**src/rtl/div_result_display.sv**
```systemverilog
// Converts divider results to 2-digit BCD by sequential double-dabble and drives
// a 4-digit multiplexed 7-segment display laid out as QQ RR (dashes on divide-by-zero).
module div_result_display #(
    parameter int SCAN_DIV       = 1024,
    parameter bit SEG_ACTIVE_LOW = 1'b0,
    parameter bit BLANK_LEADING  = 1'b1
) (
    input  logic       clk,
    input  logic       rst,
    input  logic       in_valid,
    output logic       in_ready,
    input  logic [3:0] quotient,
    input  logic [3:0] remainder,
    input  logic       div_zero,
    output logic       busy,
    output logic [6:0] seg,
    output logic [3:0] dig_en
);
    localparam int CNT_W = (SCAN_DIV > 2) ? $clog2(SCAN_DIV) : 1;
    localparam logic [6:0] SEG_MASK  = SEG_ACTIVE_LOW ? 7'h7F : 7'h00;
    localparam logic [6:0] CODE_DASH = 7'h40;
    localparam logic [6:0] CODE_BLNK = 7'h00;

    typedef enum logic {IDLE, CONV} state_t;

    state_t     state_q;
    logic       in_ready_q, busy_q;
    logic [2:0] step_q;
    logic [7:0] bcd_q;
    logic [3:0] shift_q;
    logic [3:0] rem_q;
    logic [7:0] qbcd_q;
    logic       dz_q;

    logic [6:0]       disp_q [4];
    logic [6:0]       disp_d [4];
    logic [CNT_W-1:0] cnt_q, cnt_d;
    logic [1:0]       idx_q, idx_d;
    logic [6:0]       seg_q;
    logic [3:0]       dig_en_q;

    logic [11:0] dab;
    logic        load_disp;

    // One double-dabble iteration: correct each BCD nibble, then shift in the next bit.
    function automatic logic [11:0] dabble(input logic [7:0] b_in, input logic [3:0] s_in);
        logic [7:0] b;
        b = b_in;
        if (b[3:0] >= 4'd5) b[3:0] = b[3:0] + 4'd3;
        if (b[7:4] >= 4'd5) b[7:4] = b[7:4] + 4'd3;
        return {b, s_in} << 1;
    endfunction

    function automatic logic [6:0] digit_code(input logic [3:0] d);
        logic [6:0] c;
        case (d)
            4'd0:    c = 7'h3F;
            4'd1:    c = 7'h06;
            4'd2:    c = 7'h5B;
            4'd3:    c = 7'h4F;
            4'd4:    c = 7'h66;
            4'd5:    c = 7'h6D;
            4'd6:    c = 7'h7D;
            4'd7:    c = 7'h07;
            4'd8:    c = 7'h7F;
            4'd9:    c = 7'h6F;
            default: c = CODE_BLNK;
        endcase
        return c;
    endfunction

    function automatic logic [6:0] tens_code(input logic [3:0] d);
        return (BLANK_LEADING && d == 4'd0) ? CODE_BLNK : digit_code(d);
    endfunction

    assign dab       = dabble(bcd_q, shift_q);
    assign load_disp = (state_q == CONV) && (step_q == 3'd7);

    always_ff @(posedge clk) begin
        if (rst) begin
            state_q    <= IDLE;
            in_ready_q <= 1'b1;
            busy_q     <= 1'b0;
            step_q     <= 3'd0;
            bcd_q      <= 8'd0;
            shift_q    <= 4'd0;
            rem_q      <= 4'd0;
            qbcd_q     <= 8'd0;
            dz_q       <= 1'b0;
        end else begin
            case (state_q)
                IDLE: begin
                    if (in_valid && in_ready_q) begin
                        state_q    <= CONV;
                        in_ready_q <= 1'b0;
                        busy_q     <= 1'b1;
                        step_q     <= 3'd0;
                        bcd_q      <= 8'd0;
                        shift_q    <= quotient;
                        rem_q      <= remainder;
                        dz_q       <= div_zero;
                    end
                end
                CONV: begin
                    step_q <= step_q + 3'd1;
                    // After the fourth quotient iteration, park Q and restart on R.
                    if (step_q == 3'd3) begin
                        qbcd_q  <= dab[11:4];
                        bcd_q   <= 8'd0;
                        shift_q <= rem_q;
                    end else begin
                        bcd_q   <= dab[11:4];
                        shift_q <= dab[3:0];
                    end
                    if (step_q == 3'd7) begin
                        state_q    <= IDLE;
                        in_ready_q <= 1'b1;
                        busy_q     <= 1'b0;
                    end
                end
                default: state_q <= IDLE;
            endcase
        end
    end

    always_comb begin
        disp_d = disp_q;
        if (load_disp) begin
            if (dz_q) begin
                disp_d[3] = CODE_DASH;
                disp_d[2] = CODE_DASH;
                disp_d[1] = CODE_DASH;
                disp_d[0] = CODE_DASH;
            end else begin
                disp_d[3] = tens_code(qbcd_q[7:4]);
                disp_d[2] = digit_code(qbcd_q[3:0]);
                disp_d[1] = tens_code(dab[11:8]);
                disp_d[0] = digit_code(dab[7:4]);
            end
        end
        cnt_d = cnt_q + CNT_W'(1);
        idx_d = idx_q;
        if (cnt_q == CNT_W'(SCAN_DIV - 1)) begin
            cnt_d = '0;
            idx_d = idx_q + 2'd1;
        end
    end

    // seg is taken from the next-state display and index so it always matches dig_en.
    always_ff @(posedge clk) begin
        if (rst) begin
            for (int i = 0; i < 4; i++) disp_q[i] <= CODE_BLNK;
            cnt_q    <= '0;
            idx_q    <= 2'd0;
            seg_q    <= CODE_BLNK ^ SEG_MASK;
            dig_en_q <= 4'b0001;
        end else begin
            disp_q   <= disp_d;
            cnt_q    <= cnt_d;
            idx_q    <= idx_d;
            seg_q    <= disp_d[idx_d] ^ SEG_MASK;
            dig_en_q <= 4'b0001 << idx_d;
        end
    end

    assign in_ready = in_ready_q;
    assign busy     = busy_q;
    assign seg      = seg_q;
    assign dig_en   = dig_en_q;
endmodule

```
**config.mk**
```make
export PLATFORM = sky130hd
export DESIGN_NAME = div_result_display
export DESIGN_NICKNAME = d
export VERILOG_FILES = /design/src/rtl/div_result_display.sv
export SDC_FILE = /design/constraint.sdc
export NUM_CORES = 1
export LEC_CHECK = 0
export CORE_ASPECT_RATIO = 1.5
export CORE_MARGIN = 1
export CORE_UTILIZATION = 33
export CTS_CLUSTER_SIZE = 10
export DETAILED_ROUTE_END_ITERATION = 10
export HOLD_SLACK_MARGIN = 0.03
export PLACE_DENSITY_LB_ADDON = 0.08
export SLEW_MARGIN = 40
export SYNTH_ARGS = -nofsm -noshare
export SYNTH_HDL_FRONTEND = slang
export SYNTH_SLANG_ARGS = --single-unit
export TNS_END_PERCENT = 1
```
**constraint.sdc**
```tcl
create_clock -name clk -period 3.3 [get_ports clk]
set_input_delay 0.66 -clock clk [delete_from_list [all_inputs] [get_ports clk]]
set_output_delay 0.66 -clock clk [all_outputs]
set_load 0.01 [all_outputs]
```
==> impl_metrics.json, run 1 <==
{
  "clk_latency_ps": 350,
  "grt_antenna_before_repair": 0,
  "die_y_microns": 147,
  "cts_tree": "yes",
  "postCtsHoldBufs": 0,
  "critPathKind": "flop to flop",
  "cts_max_level": 3,
  "cts_setup_buffers": 0,
  "grt_start_max_net_pins": 41,
  "cts-root-buf": "clkbuf_16",
  "ys_seq_area_share_pct": 41.8,
  "first_global_vias": 3601,
  "post-place-cells": 690,
  "finalMaxSlewViolations": 0,
  "grt_pass1_wl_mm": 18.6,
  "post-route-min-period_ps": 2950,
  "gp_congestion": 0.855,
  "clock_sinks": 96,
  "critPathLaunchType": "flop",
  "synth_seq_cells": 96,
  "vias": 3677,
  "end_kind": "flop",
  "maxCapViolCount": 0,
  "synth.area.top_cells": "dfxtp_1, ha_1, nor2_1",
  "synth_top_cell_area_share_pct": 41.8,
  "clk_path_buf_depth": 2,
  "avgSynthCellArea_sq_um": 8.78,
  "area_delta_synth_final_pct": 14.5,
  "synth_nets": 559,
  "synthArstFlopShare_pct": 0,
  "yosysUniqueCellTypes": 67,
  "portBuffers": 24,
  "dpl.hpwl_mm": 8.49,
  "path_max_fanout": 10,
  "power_leakage_nw": 2.07,
  "synth_edf_count": 0,
  "post_drt_wl_per_cell_microns": 16.4,
  "synth_top_area_cell": "dfxtp_1",
  "worst_pin_slew_ps": 647,
  "fmax_mhz": 339,
  "cp.arrival_ps": 3180,
  "fin_worst_skew_ps": 5.92,
  "finalSetupTns_ps": 0,
  "drc_errors": 0,
  "setup_violations": 0,
  "final_cells": 706,
  "num_antenna_cells": 0,
  "drive_above_1_share_pct": 8.82,
  "design.portCount": 25,
  "required_ps": 3540,
  "status": "finished, final reports clean",
  "final_nets": 574,
  "syn_area_sq_mm": 0.00460,
  "routed_via_density": 5.21,
  "fillers": 1395,
  "timing.final.crit_share_pct": 89.3,
  "post_cts_resized": 0,
  "die_area_sq_mm": 0.0144,
  "detail-route-antenna-nets": 0,
  "first_pass_iters": 6,
  "rows": 52,
  "ir_worst_vdd_mv": 0.216,
  "hold_path.class": "flop to flop",
  "core_sq_mm": 0.0135,
  "finalHoldViolations": 0,
  "drt_wl_total_mm": 11.6,
  "start_util_pct": 34.0,
  "ys.flop_type": "dfxtp_1",
  "cts_made_buffers": 9,
  "drt_iter0_markers": 179,
  "p_per_area_mw_per_mm2": 440,
  "die_w_microns": 98.4,
  "grt-ovfl-total": 0,
  "rsz0062_at_grt": "false",
  "yosysMostFrequentCell": "dfxtp_1",
  "track_usage_pct": 16.8,
  "netlist_instances": 524,
  "fin_hold_ws_ps": 470,
  "slew-limit-headroom_pct": 56.9,
  "yosysWarnings": 0,
  "clkTransAtPathRegs_ps": 70,
  "synthTopCellsByCount": "dfxtp_1, nor2_1, nand2_1, a21oi_1, inv_1"
}
metrics by stage:
stage          worst slack, ps  util [%]  instance area, sq um  power (mW)
4_1_cts                    384      38.9                  5270        2.35
2_1_floorplan              533         -                  4600        1.30
3_5_place_dp               401      36.8                  4980        1.34
5_1_grt                    187      38.9                  5270        2.42
3_3_place_gp               457      36.8                  4980        1.34
6_report                   354      38.9                  5270        2.32
kinds of logic (layout without fill, tap and decap cells):
logic type	Yosys count	in the layout	share of synthesized area, %
xor gates and xnor gates	12	12	2.28
DFF	96	96	41.8
buffers and inverters	58	78	5.09
AOI/OAI and AO/OA	139	139	21.7
muxes	12	12	2.64
adders and majority gates	23	23	6.26
and+or+nand+nor	184	184	20.2
layout make-up:
type                            count  area [sq um]  area share, %
Timing Repair Buffer               34           310           5.89
Inverter                           28           105           2.00
Tap cell                          162           203           3.85
Multi-Input combinational cell    370          2440           46.4
Clock inverter                      7          56.3           1.07
Sequential cell                    96          1920           36.5
Clock buffer                        9           225           4.28
where the power goes:
group / total [mW] / switching, mW / leakage [nW] / internal, mW
Combinational: 0.118 / 0.0688 / 1.16 / 0.0497
Sequential: 1.19 / 0.0181 / 0.777 / 1.18
Clock: 1.00 / 0.484 / 0.130 / 0.519
Total: 2.32 / 0.571 / 2.07 / 1.74
routing by layer:
metal,share of wire (%),vias up,track usage (%)
li1,-,1877,-
met1,44,1722,19.0
met2,50,60,29.7
met3,2.4,18,2.92
met4,3.5,0,8.73
met5,0,-,0
layout by cell type, fill, tap and decap left out, types with 5 or more instances in the layout:
master           instances
a22oi_1                 10
nand3_1                 12
nand2_1                 31
and2_1                  22
o21ai_0                 23
a211oi_1                 9
o22ai_1                  5
nor2_1                  67
mux2i_1                 11
ha_1                    23
xnor2_1                  6
clkdlybuf4s50_1         23
nand3b_1                 5
a21oi_1                 28
clkbuf_16                9
or2_2                    5
nand2b_1                 6
a221o_1                  6
inv_1                   28
a31oi_1                  5
xor2_1                   6
nor3_1                   8
dfxtp_1                 96
a22o_1                  10
buf_4                   10
critical path, cell delays in order (launching register included):
cell and delay [ps]:
dfxtp_1 490, inv_1 120, ha_1 310, and2b_1 230
o21ai_0 220, or2_1 180, inv_1 100, ha_1 200
nor4b_1 150, a311oi_1 370, a211oi_1 110, a221o_1 360
final timing paths:
kind                 start      to  slack (ps)  cells after the start
hold reg to reg       busy    busy         470                      2
setup / recovery  bcd_q[0]  seg[4]         350                     11
hold / removal        busy    busy         470                      2
setup reg to reg  bcd_q[0]  seg[4]         350                     11
No activity file was read; power rests on OpenSTA's default activity.
==> inputs of run 2 (changes only) <==
--- a/config.mk
+++ b/config.mk
@@ -8,7 +8,6 @@
 export CORE_ASPECT_RATIO = 1.5
 export CORE_MARGIN = 1
 export CORE_UTILIZATION = 33
-export CTS_CLUSTER_SIZE = 10
 export DETAILED_ROUTE_END_ITERATION = 10
 export HOLD_SLACK_MARGIN = 0.03
 export PLACE_DENSITY_LB_ADDON = 0.08
==> results of run 2 <==
No change in the layout: final DEF, timing and power equal those of run 1.
